$ cat src/rtl/nn_seq_pkg.sv
// Shared types for the NN frame sequencer: FSM states, result entry layout
// and the batch-size clamp.
package nn_seq_pkg;

    localparam int MAX_IMAGES = 16;
    localparam int OUT_DATA   = 10;
    localparam int IMG_W      = $clog2(MAX_IMAGES + 1);
    localparam int OUT_W      = $clog2(OUT_DATA);

    typedef enum logic [2:0] {
        IDLE,
        ARM,
        FETCH,
        WAIT_RES,
        DONE
    } seq_state_e;

    typedef struct packed {
        logic [IMG_W-1:0] index;
        logic [OUT_W-1:0] digit;
        logic             timeout;
    } res_entry_t;

    // A zero or oversized request means "a full batch".
    function automatic logic [31:0] clamp_count(input logic [31:0] cfg,
                                                input logic [31:0] max_n);
        return ((cfg == 32'd0) || (cfg > max_n)) ? max_n : cfg;
    endfunction

endpackage

$ cat src/rtl/nn_result_fifo.sv
// First-word-fall-through result FIFO; head visible the cycle after push.
// Writer must not push when full unless the head is popped the same cycle.
module nn_result_fifo #(
    parameter int WIDTH = 8,
    parameter int DEPTH = 4
) (
    input  logic             clk,
    input  logic             rst_n,
    input  logic             push_vld_i,
    input  logic [WIDTH-1:0] push_dat_i,
    output logic             full_o,
    output logic             pop_vld_o,
    input  logic             pop_rdy_i,
    output logic [WIDTH-1:0] pop_dat_o
);

    localparam int AW = $clog2(DEPTH);

    logic [WIDTH-1:0] mem_q [DEPTH];
    logic [AW:0]      wr_q;
    logic [AW:0]      rd_q;
    logic             pop;

    assign pop       = pop_vld_o && pop_rdy_i;
    assign pop_vld_o = (wr_q != rd_q);
    assign full_o    = (wr_q[AW] != rd_q[AW]) && (wr_q[AW-1:0] == rd_q[AW-1:0]);
    // Gated so the head reads as zero whenever nothing is stored.
    assign pop_dat_o = pop_vld_o ? mem_q[rd_q[AW-1:0]] : '0;

    always_ff @(posedge clk or negedge rst_n) begin
        if (!rst_n) begin
            wr_q <= '0;
            rd_q <= '0;
        end else begin
            if (push_vld_i) wr_q <= wr_q + 1'b1;
            if (pop)        rd_q <= rd_q + 1'b1;
        end
    end

    always_ff @(posedge clk) begin
        if (push_vld_i) mem_q[wr_q[AW-1:0]] <= push_dat_i;
    end

endmodule

$ cat src/rtl/nn_frame_sequencer.sv
// Streams a batch of images from pixel memory into the NN core and queues one result per image.
// Pixel path has 1-cycle latency; fetching stalls in ARM until a result slot is free.
module nn_frame_sequencer
    import nn_seq_pkg::*;
#(
    parameter int dataWidth      = 16,
    parameter int outData        = 10,
    parameter int outWidth       = $clog2(outData),
    parameter int pixelsPerImage = 784,
    parameter int maxImages      = 16,
    parameter int imgWidth       = $clog2(maxImages + 1),
    parameter int resDepth       = 4,
    parameter int timeoutCycles  = 4096
) (
    input  logic                 clk,
    input  logic                 rst_n,
    input  logic                 start,
    input  logic [imgWidth-1:0]  cfg_num_images,
    output logic                 busy,
    output logic                 done,
    output logic                 err_len,
    output logic                 mem_ren,
    input  logic                 mem_valid,
    input  logic [dataWidth-1:0] mem_data,
    input  logic                 mem_last,
    output logic                 net_valid,
    output logic [dataWidth-1:0] net_data,
    input  logic                 net_out_valid,
    input  logic [outWidth-1:0]  net_out_data,
    output logic                 res_valid,
    input  logic                 res_ready,
    output logic [outWidth-1:0]  res_digit,
    output logic [imgWidth-1:0]  res_index,
    output logic                 res_timeout
);

    localparam int PixWidth = $clog2(pixelsPerImage) + 1;
    localparam int TmrWidth = $clog2(timeoutCycles) + 1;
    localparam int EntWidth = imgWidth + outWidth + 1;
    localparam logic [TmrWidth-1:0] TmrLast = TmrWidth'(timeoutCycles - 1);

    seq_state_e           state_q;
    logic [imgWidth-1:0]  cnt_q;
    logic [imgWidth-1:0]  img_idx_q;
    logic [PixWidth-1:0]  pix_q;
    logic [TmrWidth-1:0]  timer_q;
    logic                 busy_q;
    logic                 done_q;
    logic                 err_len_q;
    logic                 mem_ren_q;
    logic                 net_valid_q;
    logic [dataWidth-1:0] net_data_q;

    logic                 res_push;
    logic                 res_tmo;
    logic [outWidth-1:0]  push_digit;
    logic [EntWidth-1:0]  push_dat;
    logic [EntWidth-1:0]  pop_dat;
    logic                 fifo_full;

    // A real result wins over a timeout that expires in the same cycle.
    always_comb begin
        res_push = 1'b0;
        res_tmo  = 1'b0;
        if (state_q == WAIT_RES) begin
            if (net_out_valid) begin
                res_push = 1'b1;
            end else if (timer_q == TmrLast) begin
                res_push = 1'b1;
                res_tmo  = 1'b1;
            end
        end
        push_digit = res_tmo ? {outWidth{1'b0}} : net_out_data;
        push_dat   = {img_idx_q, push_digit, res_tmo};
    end

    always_ff @(posedge clk or negedge rst_n) begin
        if (!rst_n) begin
            state_q     <= IDLE;
            cnt_q       <= '0;
            img_idx_q   <= '0;
            pix_q       <= '0;
            timer_q     <= '0;
            busy_q      <= 1'b0;
            done_q      <= 1'b0;
            err_len_q   <= 1'b0;
            mem_ren_q   <= 1'b0;
            net_valid_q <= 1'b0;
            net_data_q  <= '0;
        end else begin
            net_valid_q <= mem_valid;
            net_data_q  <= mem_data;
            done_q      <= 1'b0;
            case (state_q)
                IDLE: begin
                    if (start) begin
                        cnt_q     <= imgWidth'(clamp_count(32'(cfg_num_images), 32'(maxImages)));
                        img_idx_q <= '0;
                        err_len_q <= 1'b0;
                        busy_q    <= 1'b1;
                        state_q   <= ARM;
                    end
                end
                // Nothing is outstanding here, so a free slot is simply "not full".
                ARM: begin
                    if (!fifo_full) begin
                        mem_ren_q <= 1'b1;
                        pix_q     <= '0;
                        state_q   <= FETCH;
                    end
                end
                FETCH: begin
                    if (mem_valid) begin
                        if (mem_last) begin
                            if ((32'(pix_q) + 32'd1) != 32'(pixelsPerImage)) err_len_q <= 1'b1;
                            pix_q     <= '0;
                            mem_ren_q <= 1'b0;
                            timer_q   <= '0;
                            state_q   <= WAIT_RES;
                        end else begin
                            pix_q <= pix_q + 1'b1;
                        end
                    end
                end
                WAIT_RES: begin
                    timer_q <= timer_q + 1'b1;
                    if (res_push) begin
                        img_idx_q <= img_idx_q + 1'b1;
                        if ((img_idx_q + 1'b1) == cnt_q) begin
                            done_q  <= 1'b1;
                            state_q <= DONE;
                        end else begin
                            state_q <= ARM;
                        end
                    end
                end
                DONE: begin
                    busy_q  <= 1'b0;
                    state_q <= IDLE;
                end
                default: state_q <= IDLE;
            endcase
        end
    end

    nn_result_fifo #(
        .WIDTH (EntWidth),
        .DEPTH (resDepth)
    ) u_res_fifo (
        .clk        (clk),
        .rst_n      (rst_n),
        .push_vld_i (res_push),
        .push_dat_i (push_dat),
        .full_o     (fifo_full),
        .pop_vld_o  (res_valid),
        .pop_rdy_i  (res_ready),
        .pop_dat_o  (pop_dat)
    );

    assign busy        = busy_q;
    assign done        = done_q;
    assign err_len     = err_len_q;
    assign mem_ren     = mem_ren_q;
    assign net_valid   = net_valid_q;
    assign net_data    = net_data_q;
    assign res_index   = pop_dat[EntWidth-1 -: imgWidth];
    assign res_digit   = pop_dat[outWidth:1];
    assign res_timeout = pop_dat[0];

endmodule

$ cat config.mk
export PLATFORM = sky130hd
export DESIGN_NAME = nn_frame_sequencer
export DESIGN_NICKNAME = d
export VERILOG_FILES = /design/src/rtl/nn_seq_pkg.sv /design/src/rtl/nn_result_fifo.sv /design/src/rtl/nn_frame_sequencer.sv
export SDC_FILE = /design/constraint.sdc
export NUM_CORES = 1
export LEC_CHECK = 0
export BUFFER_PORTS_ARGS = -buffer_cell sky130_fd_sc_hd__clkbuf_2
export CAP_MARGIN = 10
export CORE_MARGIN = 8
export CORE_UTILIZATION = 57
export DETAILED_ROUTE_END_ITERATION = 8
export PLACE_DENSITY = 0.89
export SLEW_MARGIN = 20
export SYNTH_ARGS = -nofsm -noshare
export SYNTH_HDL_FRONTEND = slang
export SYNTH_SLANG_ARGS = --single-unit
export TNS_END_PERCENT = 20
$ cat constraint.sdc
create_clock -name clk -period 2.8 [get_ports clk]
set_input_delay 0 -clock clk [delete_from_list [all_inputs] [get_ports clk]]
set_output_delay 0 -clock clk [all_outputs]
set_load 0.01 [all_outputs]
; Yosys cells after proc, flatten, opt, wreduce, memory -nomap -nowiden
; Memory sizes are Yosys's and may differ from the RTL's.
; Index checks and enable logic that the tools add are counted.
[op_classes]
addsub = 6
magnitude_cmp = 1
eq_ne = 16
mux = 41
n_reduce_logical = 18
[op_table]
columns = operator, n
row1 = two-way mux 11 bit, 3
row2 = two-way mux 13 bit, 2
row3 = one-hot mux 13 bit (2 select lines), 1
row4 = one-hot mux 11 bit (2 select lines), 1
row5 = two-way mux 1 bit, 18
row6 = two-way mux 3 bit, 6
row7 = two-way mux 5 bit, 3
row8 = "adder 13 x 1 -> 13 bit, second input constant", 1
row9 = "== test 13 x 12 -> 1 bit, second input constant", 1
row10 = "adder 11 x 1 -> 12 bit, second input constant", 1
row11 = "!= test 12 x 10 -> 1 bit, second input constant", 1
row12 = "!= test 2 bit, second input constant", 6
row13 = one-hot mux 3 bit (4 select lines), 1
row14 = "adder 11 x 1 -> 11 bit, second input constant", 1
row15 = two-way mux 10 bit, 1
row16 = one-hot mux 5 bit (2 select lines), 1
row17 = AND reduction 5 bit, 2
row18 = nonzero test 2 bit, 5
row19 = AND reduction 3 bit, 3
row20 = "adder 3 x 1 -> 3 bit, second input constant", 2
row21 = "== test 3 x 2 -> 1 bit, second input constant", 2
row22 = one-hot mux 1 bit (2 select lines), 3
row23 = "adder 5 x 1 -> 5 bit, second input constant", 1
row24 = == test 5 bit, 1
row25 = 13 further kinds, 15
[totals]
reg_bits = 64
mem_bits_rw = 40
in_bits = 32
output_inout_bits = 32
wordCells = 96
memories = 1
[memory_table]
columns = name, words, width, read_ports, rd_clocked_by_memory_dff, wr, line
row1 = u_res_fifo.mem_q, 4, 10, 1, 0, 1, nn_result_fifo.sv:19  ; logic [WIDTH-1:0] mem_q [DEPTH];

; Longest topological paths before layout
[logic_depth]
word_depth = 6
depth_mapped = 8
depth_no_buf = 6

; Cells and area by module
; From an unflattened synthesis, not the netlist that was laid out.
[hier_totals]
hier_cells = 370
hier_area_um2 = 4730.8
[by_module_without_submodules]
columns = module, n_inst, cells_each, area_each_um2, seq_area_each_um2
row1 = nn_frame_sequencer, 1, 270, 2738.9, 1451.4
row2 = nn_result_fifo, 1, 100, 1991.9, 1351.3

; Least setup slack after synthesis
; Ideal clock, no wire load.
[synth_path]
kind = register to register
start = register state_q[2]
end = memory u_res_fifo.mem_q[0][0] (netlist bit) (enable)
setup_time_ns = 0.343
arrival_ns = 1.708
required_ns = 2.457
path_slack_ns = 0.749
path_stages_with_launch = 8
path_buffers = 3
synth_period_minus_slack_ns = 2.051
cell_sequence = dfrtp_1 nand2b_1 or2_0 buf_2 o21ba_1 buf_4 buf_4 and2_1
[synth_via]
elab_chain_cells = 4
[synth_rtl]
columns = element, line
row1 = from (decl), nn_frame_sequencer.sv:42  ; seq_state_e state_q;
row2 = from (signal assigned), nn_frame_sequencer.sv:79  ; state_q <= IDLE;
row3 = from (signal assigned), nn_frame_sequencer.sv:101  ; state_q <= ARM;
row4 = from (signal assigned), nn_frame_sequencer.sv:109  ; state_q <= FETCH;
row5 = == test 3 x 2 -> 1 bit, nn_frame_sequencer.sv:65  ; if (state_q == WAIT_RES) begin
row6 = two-way mux 1 bit, nn_frame_sequencer.sv:65
row7 = two-way mux 1 bit, nn_result_fifo.sv:41  ; if (push_vld_i) mem_q[wr_q[AW-1:0]] <= push_dat_i;
row8 = two-way mux 1 bit (not written as such), nn_result_fifo.sv:41
row9 = to (decl), nn_result_fifo.sv:19
; No other way between the ends.

; Final worst setup path
[layout_path]
start = register state_q[2]
end = memory u_res_fifo.mem_q[1][0] (netlist bit) (enable)
; Same word-level chain as after synthesis.

==> results.cfg <==
[outcome]
status = completed

[grt]
met3_usage_pct = 5.65
grt.busiest_layer = met2
grt_overflow = 0
gr-usage-met1_pct = 20.8
grt_pass1_vias = 3068
grt_pass1_wl_um = 15300
gr-usage-met2_pct = 28.8
grt_max_degree = 42
grt_use_total_pct = 17.3
antenna_found_initial = 0

[critical_path]
critPathRequiredTime_ps = 2810
crit_path_end_kind = flip-flop
path_buf_inv = 0
cpLargestDelayFamily = simple AND/OR/NAND/NOR gates
cp_cell_sequence = nand2b_1 -> or2_0 -> o21ba_1 -> and2_1
crit_fanout = 11
criticalPathCategory = flip-flop to flip-flop
worstPathArrival_ps = 2380
crit_slowest_cell = and2_1
critPathMaxStageDelay_ps = 460
crit_path_start_kind = flip-flop

[synthesis]
synth_top_area_share_pct = 35.7
ys.flop_type = dfrtp_1
ys_ff_latch = 104
synth.net_count = 392
synth_cell_type_count = 48
seq_area_frac_synth_pct = 62.5
synthArstFlopShare_pct = 61.5
yosysMostFrequentCell = dfrtp_1
synthTopCellsByCount = dfrtp_1, edfxtp_1, nand2_1, o21ai_0, nor2_1
netlist_instances = 351
synth_edf_count = 40
avgSynthCellArea_um2 = 12.8
netlist_top_cells_area = dfrtp_1, edfxtp_1, mux4_2, xor2_1, o21ai_0
synth_area_um2 = 4480
yosys.area.top_type = dfrtp_1
yosysWarnings = 0

[clocking]
clk_pin_slew_ps = 110
holdBufCountCts = 25
post_cts_buffers = 0
cts-root-buf = clkbuf_8
cts.htree.levels = 3
cts_tree = yes
insertion_delay_ps = 370
numCtsBuffers = 9
cts.repair.resized = 0
cts.sinks = 104
ctsLongestPathBuffers = 2

[drt]
vias = 3023
ant_nets = 0
drc = 0
viasPerCell = 5.48
wirelength_um = 9140
dr.pass1.iters = 4
drt_iter0_drc = 182
avgRoutedWirePerCell_um = 16.6

[layout]
syn2layout_area_growth_pct = 19.8
design_area_um2 = 5370
layout-drive-gt1-share_pct = 23.1
nets = 486
fin_util_pct = 69.9
diodes = 0

[sta]
finalSetupViolCount = 0
fmax_ghz = 0.423
fin_tns_setup_ps = 0
fin_crit_ps = 2370
fin_crit_sh_pct = 84.5
rsz0062_at_grt = false
slew_viol_final = 0
maxSlewHeadroom_pct = 41.4
skew_ps = 14.6
hold_violations = 0
tightest_slew_ps = 879
hold_slack_ps = 32.4

[floorplan]
core_um2 = 7690
die_area_um2 = 11000
num_rows = 32
die-width_um = 105
die_y_um = 105
ios = 64
initial_core_util_pct = 58.3

[placement]
dp_hpwl_um = 6310
gp_congestion = 0.832
placedInstanceArea_um2 = 4900
portBuffers = 63

[worst_hold_path]
worstHoldPathType = input pin to flip-flop

[power]
vdd_drop_max_mv = 0.442
p_per_area_nw_per_um2 = 841
p_leak_nw = 2.28

[flow_run]
drv_cap = 0
-- cells in the final DEF, fill, tap and decap left out, drive strengths merged, types with 2 or more instances in the layout --
| master | synthesis | routed |
|---|---|---|
| clkbuf | 4 | 71 |
| dfrtp | 64 | 64 |
| edfxtp | 40 | 40 |
| nand2 | 31 | 31 |
| o21ai | 29 | 29 |
| nor2 | 26 | 26 |
| dlygate4sd3 | 0 | 26 |
| xor2 | 18 | 18 |
| and2 | 16 | 16 |
| nand3 | 14 | 14 |
| xnor2 | 11 | 11 |
| mux4 | 10 | 10 |
| ha | 9 | 9 |
| inv | 7 | 9 |
| nand4 | 7 | 7 |
| a21oi | 7 | 7 |
| nor2b | 6 | 6 |
| buf | 7 | 6 |
| nand2b | 5 | 5 |
| nor3 | 5 | 5 |
| nor4 | 5 | 5 |
| clkinv | 0 | 5 |
| and3 | 3 | 3 |
| and4 | 2 | 2 |
| nand3b | 2 | 2 |
| mux2 | 2 | 2 |
| mux2i | 2 | 2 |
| a22o | 2 | 2 |
| o31ai | 2 | 2 |
| or3 | 2 | 2 |
| a21o | 2 | 2 |
-- state kept, by name, summed over array words and instances (netlist names) --
register          flops
err_len               1
busy                  1
net_valid             1
u_res_fifo.wr_q       3
timer_q              13
state_q               3
cnt_q                 5
u_res_fifo.mem_q     40
mem_ren               1
img_idx_q             5
done                  1
net_data             16
pix_q                11
u_res_fifo.rd_q       3
-- logic make-up after synthesis --
group | share of synthesized area (%)
xor+xnor | 5.66
fa+ha+maj | 2.51
mux | 5.97
compound gates | 6.31
buf+inv | 2.09
flops | 62.5
simple gates | 15.0
-- power by group --
| group | internal, mW | leakage, nW | switching [mW] | total, mW |
|---|---|---|---|---|
| registers | 1.86 | 1.18 | 0.245 | 2.10 |
| clock network | 0.361 | 0.106 | 0.574 | 0.935 |
| logic | 0.682 | 1.00 | 0.793 | 1.48 |
| total | 2.90 | 2.28 | 1.61 | 4.51 |
-- area by class of cell --
class	count	area (µm²)
Clock inverter	7	88.8
Timing Repair Buffer	94	613
Inverter	7	26.3
Fill cell	563	2320
Tap cell	102	128
Multi-Input combinational cell	229	1590
Clock buffer	9	124
Sequential cell	104	2800
-- layer usage --
| layer | routed length [µm] | share of wire [%] | up-vias |
|---|---|---|---|
| li1 | - | - | 1441 |
| met1 | 3770 | 41 | 1463 |
| met2 | 4600 | 50 | 107 |
| met3 | 636 | 7.0 | 12 |
| met4 | 126 | 1.4 | 0 |
| met5 | 0 | 0 | - |
-- worst register-to-register path: cells and delay by family (launching register included) --
family           cells  cell delay (ps)
flip-flops           1              450
AND/OR/NAND/NOR      3             1210
AO/OA/AOI/OAI        1              350
-- worst paths after layout --
check | from | end | slack, ps | cells after the start
max | state_q[2] | u_res_fifo.mem_q[1][0] | 430 | 4
min | net_out_data[2] | u_res_fifo.mem_q[0][3] | 30 | 2
max reg2reg | state_q[2] | u_res_fifo.mem_q[1][0] | 430 | 4
min reg2reg | u_res_fifo.rd_q[2] | u_res_fifo.rd_q[2] | 510 | 1
max in group asynchronous | rst_n | net_data[3] | 1810 | 3
min in group asynchronous | rst_n | pix_q[9] | 280 | 2
-- metrics by stage --
stage | cells | setup slack, ps | power (mW)
after floorplan | 351 | 749 | 3.14
after global placement | 510 | 575 | 3.52
after detailed placement | 510 | 451 | 3.59
after CTS | 551 | 439 | 4.55
after global routing | 552 | 257 | 4.80
final | 552 | 434 | 4.51
(Power assumes the default switching activity.)
